===== config.mk =====
export PLATFORM = sky130hd
export DESIGN_NAME = pipe_stage_skid
export DESIGN_NICKNAME = d
export VERILOG_FILES = /design/src/rtl/pipe_stage_skid_pkg.sv /design/src/rtl/pipe_stage_skid_reg.sv /design/src/rtl/pipe_stage_skid.sv
export SDC_FILE = /design/constraint.sdc
export NUM_CORES = 1
export LEC_CHECK = 0
export BUFFER_PORTS_ARGS = -buffer_cell sky130_fd_sc_hd__buf_2
export CAP_MARGIN = 0
export CORE_UTILIZATION = 55
export CTS_CLUSTER_DIAMETER = 80
export DETAILED_ROUTE_END_ITERATION = 10
export PLACE_DENSITY = 0.86
export SLEW_MARGIN = 20
export SYNTH_ARGS = -nofsm -noshare
export SYNTH_HDL_FRONTEND = slang
export SYNTH_SLANG_ARGS = --single-unit
export TNS_END_PERCENT = 100

===== constraint.sdc =====
create_clock -name clk -period 6.1 [get_ports clk]
set_input_delay 0.305 -clock clk [delete_from_list [all_inputs] [get_ports clk]]
set_output_delay 0.305 -clock clk [all_outputs]
set_load 0.02 [all_outputs]

===== src/rtl/pipe_stage_skid_pkg.sv =====
// ============================================================================
// Module : pipe_stage_skid_pkg
// Brief  : Shared constants and state encoding for the skid-buffered stage.
// Rev    : 1.0 - initial release
// ============================================================================
`default_nettype none

package pipe_stage_skid_pkg;

  localparam logic [15:0] NOP_BUBBLE = 16'h1000;
  localparam int          OCC_W      = 2;

  // Encoded so that the state value is the number of held entries.
  typedef enum logic [OCC_W-1:0] {
    ST_EMPTY = 2'd0,
    ST_ONE   = 2'd1,
    ST_FULL  = 2'd2
  } state_e;

  function automatic logic [OCC_W-1:0] occ_of(input state_e s);
    return OCC_W'(s);
  endfunction

endpackage

`default_nettype wire


===== src/rtl/pipe_stage_skid_reg.sv =====
// ============================================================================
// Module : pipe_reg_n
// Brief  : Parametrised register with write enable and sync reset value.
// Rev    : 1.0 - initial release
// ============================================================================
`default_nettype none

module pipe_reg_n #(
  parameter int              W       = 16,
  parameter logic [W-1:0]    RST_VAL = '0
) (
  input  logic         clk,
  input  logic         rst,
  input  logic         we_i,
  input  logic [W-1:0] d_i,
  output logic [W-1:0] q_o
);

  logic [W-1:0] data_q;

  always_ff @(posedge clk) begin
    if (rst) begin
      data_q <= RST_VAL;
    end else if (we_i) begin
      data_q <= d_i;
    end
  end

  assign q_o = data_q;

endmodule

`default_nettype wire


===== src/rtl/pipe_stage_skid.sv =====
// ============================================================================
// Module : pipe_stage_skid
// Brief  : Ready/valid pipeline stage with 2-entry skid, flush and bubble count.
// Rev    : 1.0 - initial release
// ============================================================================
`default_nettype none

module pipe_stage_skid
  import pipe_stage_skid_pkg::*;
#(
  parameter int                DATA_W = 16,
  parameter logic [DATA_W-1:0] BUBBLE = DATA_W'(NOP_BUBBLE),
  parameter int                CNT_W  = 16
) (
  input  logic              clk,
  input  logic              rst,
  input  logic              in_valid,
  output logic              in_ready,
  input  logic [DATA_W-1:0] in_data,
  input  logic              flush,
  output logic              out_valid,
  input  logic              out_ready,
  output logic [DATA_W-1:0] out_data,
  output logic [OCC_W-1:0]  occupancy,
  output logic [CNT_W-1:0]  bubble_cnt
);

  state_e              state_q, state_d;
  logic                in_ready_q;
  logic [CNT_W-1:0]    bubble_cnt_q;
  logic                accept, emit;
  logic                main_we, skid_we;
  logic [DATA_W-1:0]   main_d, main_q, skid_q;

  assign out_valid = (state_q != ST_EMPTY);
  assign accept    = in_valid & in_ready_q;
  assign emit      = out_valid & out_ready;

  // main is reloaded with BUBBLE whenever the stage drains, so out_data is
  // never stale while empty.
  always_comb begin
    state_d = state_q;
    main_we = 1'b0;
    main_d  = in_data;
    skid_we = 1'b0;
    if (flush) begin
      state_d = ST_EMPTY;
      main_we = 1'b1;
      main_d  = BUBBLE;
    end else begin
      unique case (state_q)
        ST_EMPTY: begin
          if (accept) begin
            state_d = ST_ONE;
            main_we = 1'b1;
          end
        end
        ST_ONE: begin
          if (accept && emit) begin
            main_we = 1'b1;
          end else if (accept) begin
            state_d = ST_FULL;
            skid_we = 1'b1;
          end else if (emit) begin
            state_d = ST_EMPTY;
            main_we = 1'b1;
            main_d  = BUBBLE;
          end
        end
        ST_FULL: begin
          if (emit) begin
            state_d = ST_ONE;
            main_we = 1'b1;
            main_d  = skid_q;
          end
        end
        default: begin
          state_d = ST_EMPTY;
          main_we = 1'b1;
          main_d  = BUBBLE;
        end
      endcase
    end
  end

  always_ff @(posedge clk) begin
    if (rst) begin
      state_q    <= ST_EMPTY;
      in_ready_q <= 1'b1;
    end else begin
      state_q    <= state_d;
      in_ready_q <= (state_d != ST_FULL);
    end
  end

  always_ff @(posedge clk) begin
    if (rst) begin
      bubble_cnt_q <= '0;
    end else if (out_ready && !out_valid && (bubble_cnt_q != {CNT_W{1'b1}})) begin
      bubble_cnt_q <= bubble_cnt_q + CNT_W'(1);
    end
  end

  pipe_reg_n #(
    .W       (DATA_W),
    .RST_VAL (BUBBLE)
  ) u_main (
    .clk  (clk),
    .rst  (rst),
    .we_i (main_we),
    .d_i  (main_d),
    .q_o  (main_q)
  );

  pipe_reg_n #(
    .W       (DATA_W),
    .RST_VAL (BUBBLE)
  ) u_skid (
    .clk  (clk),
    .rst  (rst),
    .we_i (skid_we),
    .d_i  (in_data),
    .q_o  (skid_q)
  );

  assign in_ready   = in_ready_q;
  assign out_data   = main_q;
  assign occupancy  = occ_of(state_q);
  assign bubble_cnt = bubble_cnt_q;

endmodule

`default_nettype wire


## After elaboration in Yosys (flattened, before gate mapping)

Index checks and enable logic that the tools add are counted.

- Flip-flop bits (word level): 51
- Output and inout bits: 36

- Add/sub/neg operators: 1
- Eq/ne operators: 4
- Multiplexer cells: 22
- Bitwise operators: 2
- Reductions and logical operators: 6

Operator list:

| cell | count |
|---|---|
| 16-bit 2-to-1 mux | 5 |
| 16-bit case mux with 3 select lines | 1 |
| 16-bit by 1-bit adder with 16-bit output, second input constant | 1 |
| 16-bit != test, second input constant | 1 |
| 2-bit 2-to-1 mux | 6 |
| 1-bit 2-to-1 mux | 8 |
| 2-bit case mux with 3 select lines | 1 |
| 1-bit logical AND | 3 |
| 1-bit case mux with 3 select lines | 1 |
| 1-bit bitwise AND | 2 |
| 2-bit by 1-bit equality test with 1-bit output, second input constant | 1 |
| 2-bit equality test, second input constant | 1 |
| 2-bit zero test | 1 |
| 2-bit != test, second input constant | 1 |
| 2-bit nonzero test | 1 |
| 1-bit zero test | 1 |

## Longest topological paths before layout

- Word-level depth: 8
- Mapped depth: 6
- Mapped depth without buffers: 5

## Cells and area by module

Synthesis repeated with hierarchy kept, for this count alone.

- Cell total of the unflattened synthesis: 272
- Area, all modules: 2447.3 um^2

Modules (own cells, without submodules):

| module | instances | cells each | area an instance (um^2) | seq. area each (um^2) |
|---|---|---|---|---|
| pipe_stage_skid | 1 | 168 | 1283.7 | 380.4 |
| pipe_reg_n | 2 | 52 | 581.8 | 320.3 |

## Worst setup path after synthesis

No wires, ideal clock.

- Path kind: register to register
- From: register bubble_cnt_q[0] (netlist: bubble_cnt[0])
- To: register bubble_cnt_q[15] (netlist: bubble_cnt[15])
- Library setup time: 0.121 ns
- Arrival time: 1.980 ns
- Data required time: 5.979 ns
- Path slack: 3.999 ns
- Cell stages (with the launch flop): 6
- Buffers on the path: 0
- Cells stage by stage: dfxtp_1 > ha_1 > nand4_1 > o311ai_0 > or4_1 > mux2_4

- Cells in the longest elaborated chain, start to end: 2
- Elaborated cells between the ends (all ways): 3

Ends and longest elaborated chain:

| what | line | RTL |
|---|---|---|
| start, declared | pipe_stage_skid.sv:30 | `logic [CNT_W-1:0] bubble_cnt_q;` |
| start signal, assigned | pipe_stage_skid.sv:100 | `bubble_cnt_q <= bubble_cnt_q + CNT_W'(1);` |
| branches (longest 2 deep; another with 16-bit by 1-bit adder with 16-bit output) | - |  |

Parallel ways; which one is timed is not known.
A chain may end at the register's enable or synchronous reset.

## Final worst setup path

- From: register state_q[1] (netlist: occupancy[1])
- To: register u_main.data_q[15] (netlist: u_main.q_o[15])

- Cells in the longest elaborated chain, start to end: 7
- Elaborated cells between the ends (all ways): 17

Ends and longest elaborated chain:

| what | line | RTL |
|---|---|---|
| start, declared | pipe_stage_skid.sv:28 | `state_e state_q, state_d;` |
| start signal, assigned | pipe_stage_skid.sv:91 | `state_q <= state_d;` |
| 2-bit nonzero test | pipe_stage_skid.sv:35 | `assign out_valid = (state_q != ST_EMPTY);` |
| 1-bit bitwise AND | pipe_stage_skid.sv:37 | `assign emit = out_valid & out_ready;` |
| 16-bit 2-to-1 mux or 1-bit 2-to-1 mux (tied branches) | pipe_stage_skid.sv:64, pipe_stage_skid.sv:71 |  |
| 16-bit 2-to-1 mux or 1-bit 2-to-1 mux (tied branches) | pipe_stage_skid.sv:61 | `end else if (accept) begin` |
| 16-bit 2-to-1 mux or 1-bit 2-to-1 mux (tied branches) | pipe_stage_skid.sv:59 | `if (accept && emit) begin` |
| 16-bit case mux with 3 select lines or 1-bit case mux with 3 select lines (tied branches) | pipe_stage_skid.sv:51 | `unique case (state_q)` |
| 16-bit 2-to-1 mux or 1-bit 2-to-1 mux (tied branches) | pipe_stage_skid.sv:46 | `if (flush) begin` |
| end signal, assigned | pipe_stage_skid_reg.sv:25 | `data_q <= d_i;` |
| end, declared | pipe_stage_skid_reg.sv:19 | `logic [W-1:0] data_q;` |

Several ways; a longest one is shown, not always the timed one.

==> results.py <==
metrics = {
    "outcome": {
        "status": "finished clean",
    },
    "cells_and_area": {
        "layout_common_cells": "buf_2, dfxtp_1, nand2_1",
        "drive_above_1_share": 0.244,
        "syn_to_final_growth_pct": 16.3,
        "post-route-util": 0.668,
        "fin_area_um2": 2690,
        "fillers": 340,
        "nets": 329,
        "diodes": 0,
        "layout_commonest_cell": "buf_2",
    },
    "floorplan": {
        "die_y_um": 66.9,
        "core_um2": 4030,
        "die_x_um": 66.9,
        "initial_core_util": 0.575,
        "die-area_um2": 4470,
        "row_count": 23,
        "pin_count": 57,
    },
    "sta": {
        "fin_crit_sh": 0.394,
        "finalSetupViolCount": 0,
        "drv_slew": 0,
        "period_minus_slack_ps": 2400,
        "fmax_mhz": 416,
        "tightest_slew_ps": 1030,
        "skew_ps": 8.05,
        "hold_viol": 0,
        "setup-tns-final_ps": 0,
        "rsz0062_at_grt": "false",
        "relSlewSlack": 0.307,
        "timing.hold.ws_ps": 227,
    },
    "worst_setup_path": {
        "worstSetupPathType": "reg -> reg",
        "required_ps": 6350,
        "cp-start-kind": "register",
        "critPathCaptureType": "register",
        "cp.arrival_ps": 2650,
        "crit_fanout": 19,
    },
    "yosys": {
        "mappedNetlistNets": 282,
        "ys_types": 47,
        "syn_area_per_cell_um2": 8.91,
        "synthAdderAreaFrac": 0.00540,
        "yosys.area_share.xor_xnor": 0.00378,
        "synth_top_family_by_area": "compound AO/OA/AOI/OAI gates",
        "netlist_instances": 260,
        "synth-seq-cells": 51,
        "yosysWarnings": 0,
        "yosys-mux-area-fraction": 0.0497,
        "synthesis.area_um2": 2320,
        "synth_compound_area_frac": 0.239,
        "synth_ff_type": "dfxtp_1",
        "synthSimpleGateAreaFrac": 0.220,
        "async_flop_share": 0,
        "synth_edf_count": 0,
        "seq_area_frac_synth": 0.441,
    },
    "clock_tree": {
        "postCtsHoldBufs": 0,
        "cts_buffers": 5,
        "cts.sink_count": 51,
        "clkTransAtPathRegs_ps": 90,
        "insertion_delay_ps": 310,
        "cts_resized": 0,
        "clock_path_buffers": 2,
        "cts-root-buf": "clkbuf_8",
        "ctsHtreeMaxLevel": 2,
        "postCtsSetupBuffers": 0,
        "cts_tree": "done",
    },
    "power_and_ir_drop": {
        "power_uw": 640,
        "p_per_area_nw_per_um2": 238,
        "p_leak_nw": 1.08,
        "ir_drop_mv": 0.155,
    },
    "drt": {
        "routedWlPerCell_um": 14.8,
        "avgViaCountPerCell": 5.98,
        "drtAntennaViolNets": 0,
        "drtIter0Drc": 124,
        "vias": 2134,
        "drt-total-wl_mm": 5.27,
        "route.detailed.drc": 0,
        "dr.max_layer_used": "met4",
        "met3_length_um": 237,
        "wl_met1_mm": 2.36,
        "wl_met2_mm": 2.59,
        "drtPass1Iterations": 4,
    },
    "placement": {
        "hpwl_mm": 3.57,
        "place_area_um2": 2590,
        "gp_congestion": 0.788,
        "portBuffers": 56,
    },
    "run": {
        "cap_violations": 0,
    },
    "grt": {
        "grt_pass1_wl_mm": 8.23,
        "grt_start_max_net_pins": 44,
        "grt_pass1_vias": 1888,
        "antenna_found_initial": 0,
        "overflow": 0,
        "grt_usage": 0.243,
    },
    "worst_hold_path": {
        "hold_path_class": "in -> reg",
    },
}
==> cell families (layout without fill, tap and decap cells) <==
logic type / count (synthesis) / in the layout
compound gates: 76 / 76
fa+ha+maj: 1 / 1
buf+inv: 21 / 68
mux: 10 / 10
flops: 51 / 51
simple gates: 100 / 100
xor+xnor: 1 / 1
==> critical path, cell delays in order, from the launching register on <==
cell and delay [ps]:
dfxtp_1 570, nand2_1 460, a31oi_1 440, nand3_1 480, a2bb2o_1 390
==> power by group <==
part | internal, mW | total (mW) | switching [mW]
Sequential | 0.341 | 0.348 | 0.00739
Combinational | 0.0224 | 0.0589 | 0.0365
Clock | 0.120 | 0.233 | 0.113
Total | 0.483 | 0.640 | 0.157
==> cell usage after synthesis, types with 3 or more instances <==
master     number  area, um^2
nand4_1         5        31.3
a21oi_1        24         120
o31ai_1         3        22.5
dfxtp_1        51        1020
nand2_1        43         161
nor2b_1         8        50.1
nand3_1         5        25.0
mux2_2          8        90.1
or4_1           4        30.0
nor3_1          3        15.0
a32oi_1        14         123
clkbuf_1       12        45.0
o2bb2ai_1      14         123
inv_1           5        18.8
nand2b_1        3        18.8
nor2_1         17        63.8
==> worst paths after layout <==
kind / startpoint / endpoint / slack (ps) / cells after the start
max: occupancy[1] / u_main.q_o[15] / 3700 / 4
min: in_data[12] / u_skid.q_o[12] / 230 / 3
max reg2reg: occupancy[1] / u_main.q_o[15] / 3700 / 4
min reg2reg: u_skid.q_o[1] / u_skid.q_o[1] / 460 / 2
==> sequential cells by signal, summed over array words and instances, names as in the netlist <==
name        flops
bubble_cnt     16
occupancy       2
in_ready        1
u_main.q_o     16
u_skid.q_o     16
==> metal layers <==
metal / vias to the layer above / track usage
li1: 1061 / -
met1: 1007 / 0.294
met2: 59 / 0.410
met3: 7 / 0.0514
met4: 0 / 0.106
met5: - / 0
==> final cells by class <==
class | instances | area [um^2] | share of cell area
clock buffers | 5 | 68.8 | 0.0256
well taps | 50 | 62.6 | 0.0232
inverters | 5 | 18.8 | 0.00697
repair buffers | 56 | 280 | 0.104
multi-input cells | 188 | 1200 | 0.447
flip-flops and latches | 51 | 1020 | 0.379
clock inverters | 2 | 37.5 | 0.0139
==> per-stage QoR <==
step / setup slack, ps / cells
final: 3700 / 357
after CTS: 3690 / 357
after global placement: 3840 / 350
after floorplan: 4000 / 260
after global routing: 3470 / 357
after detailed placement: 3730 / 350
No activity file was read; power rests on OpenSTA's default activity.
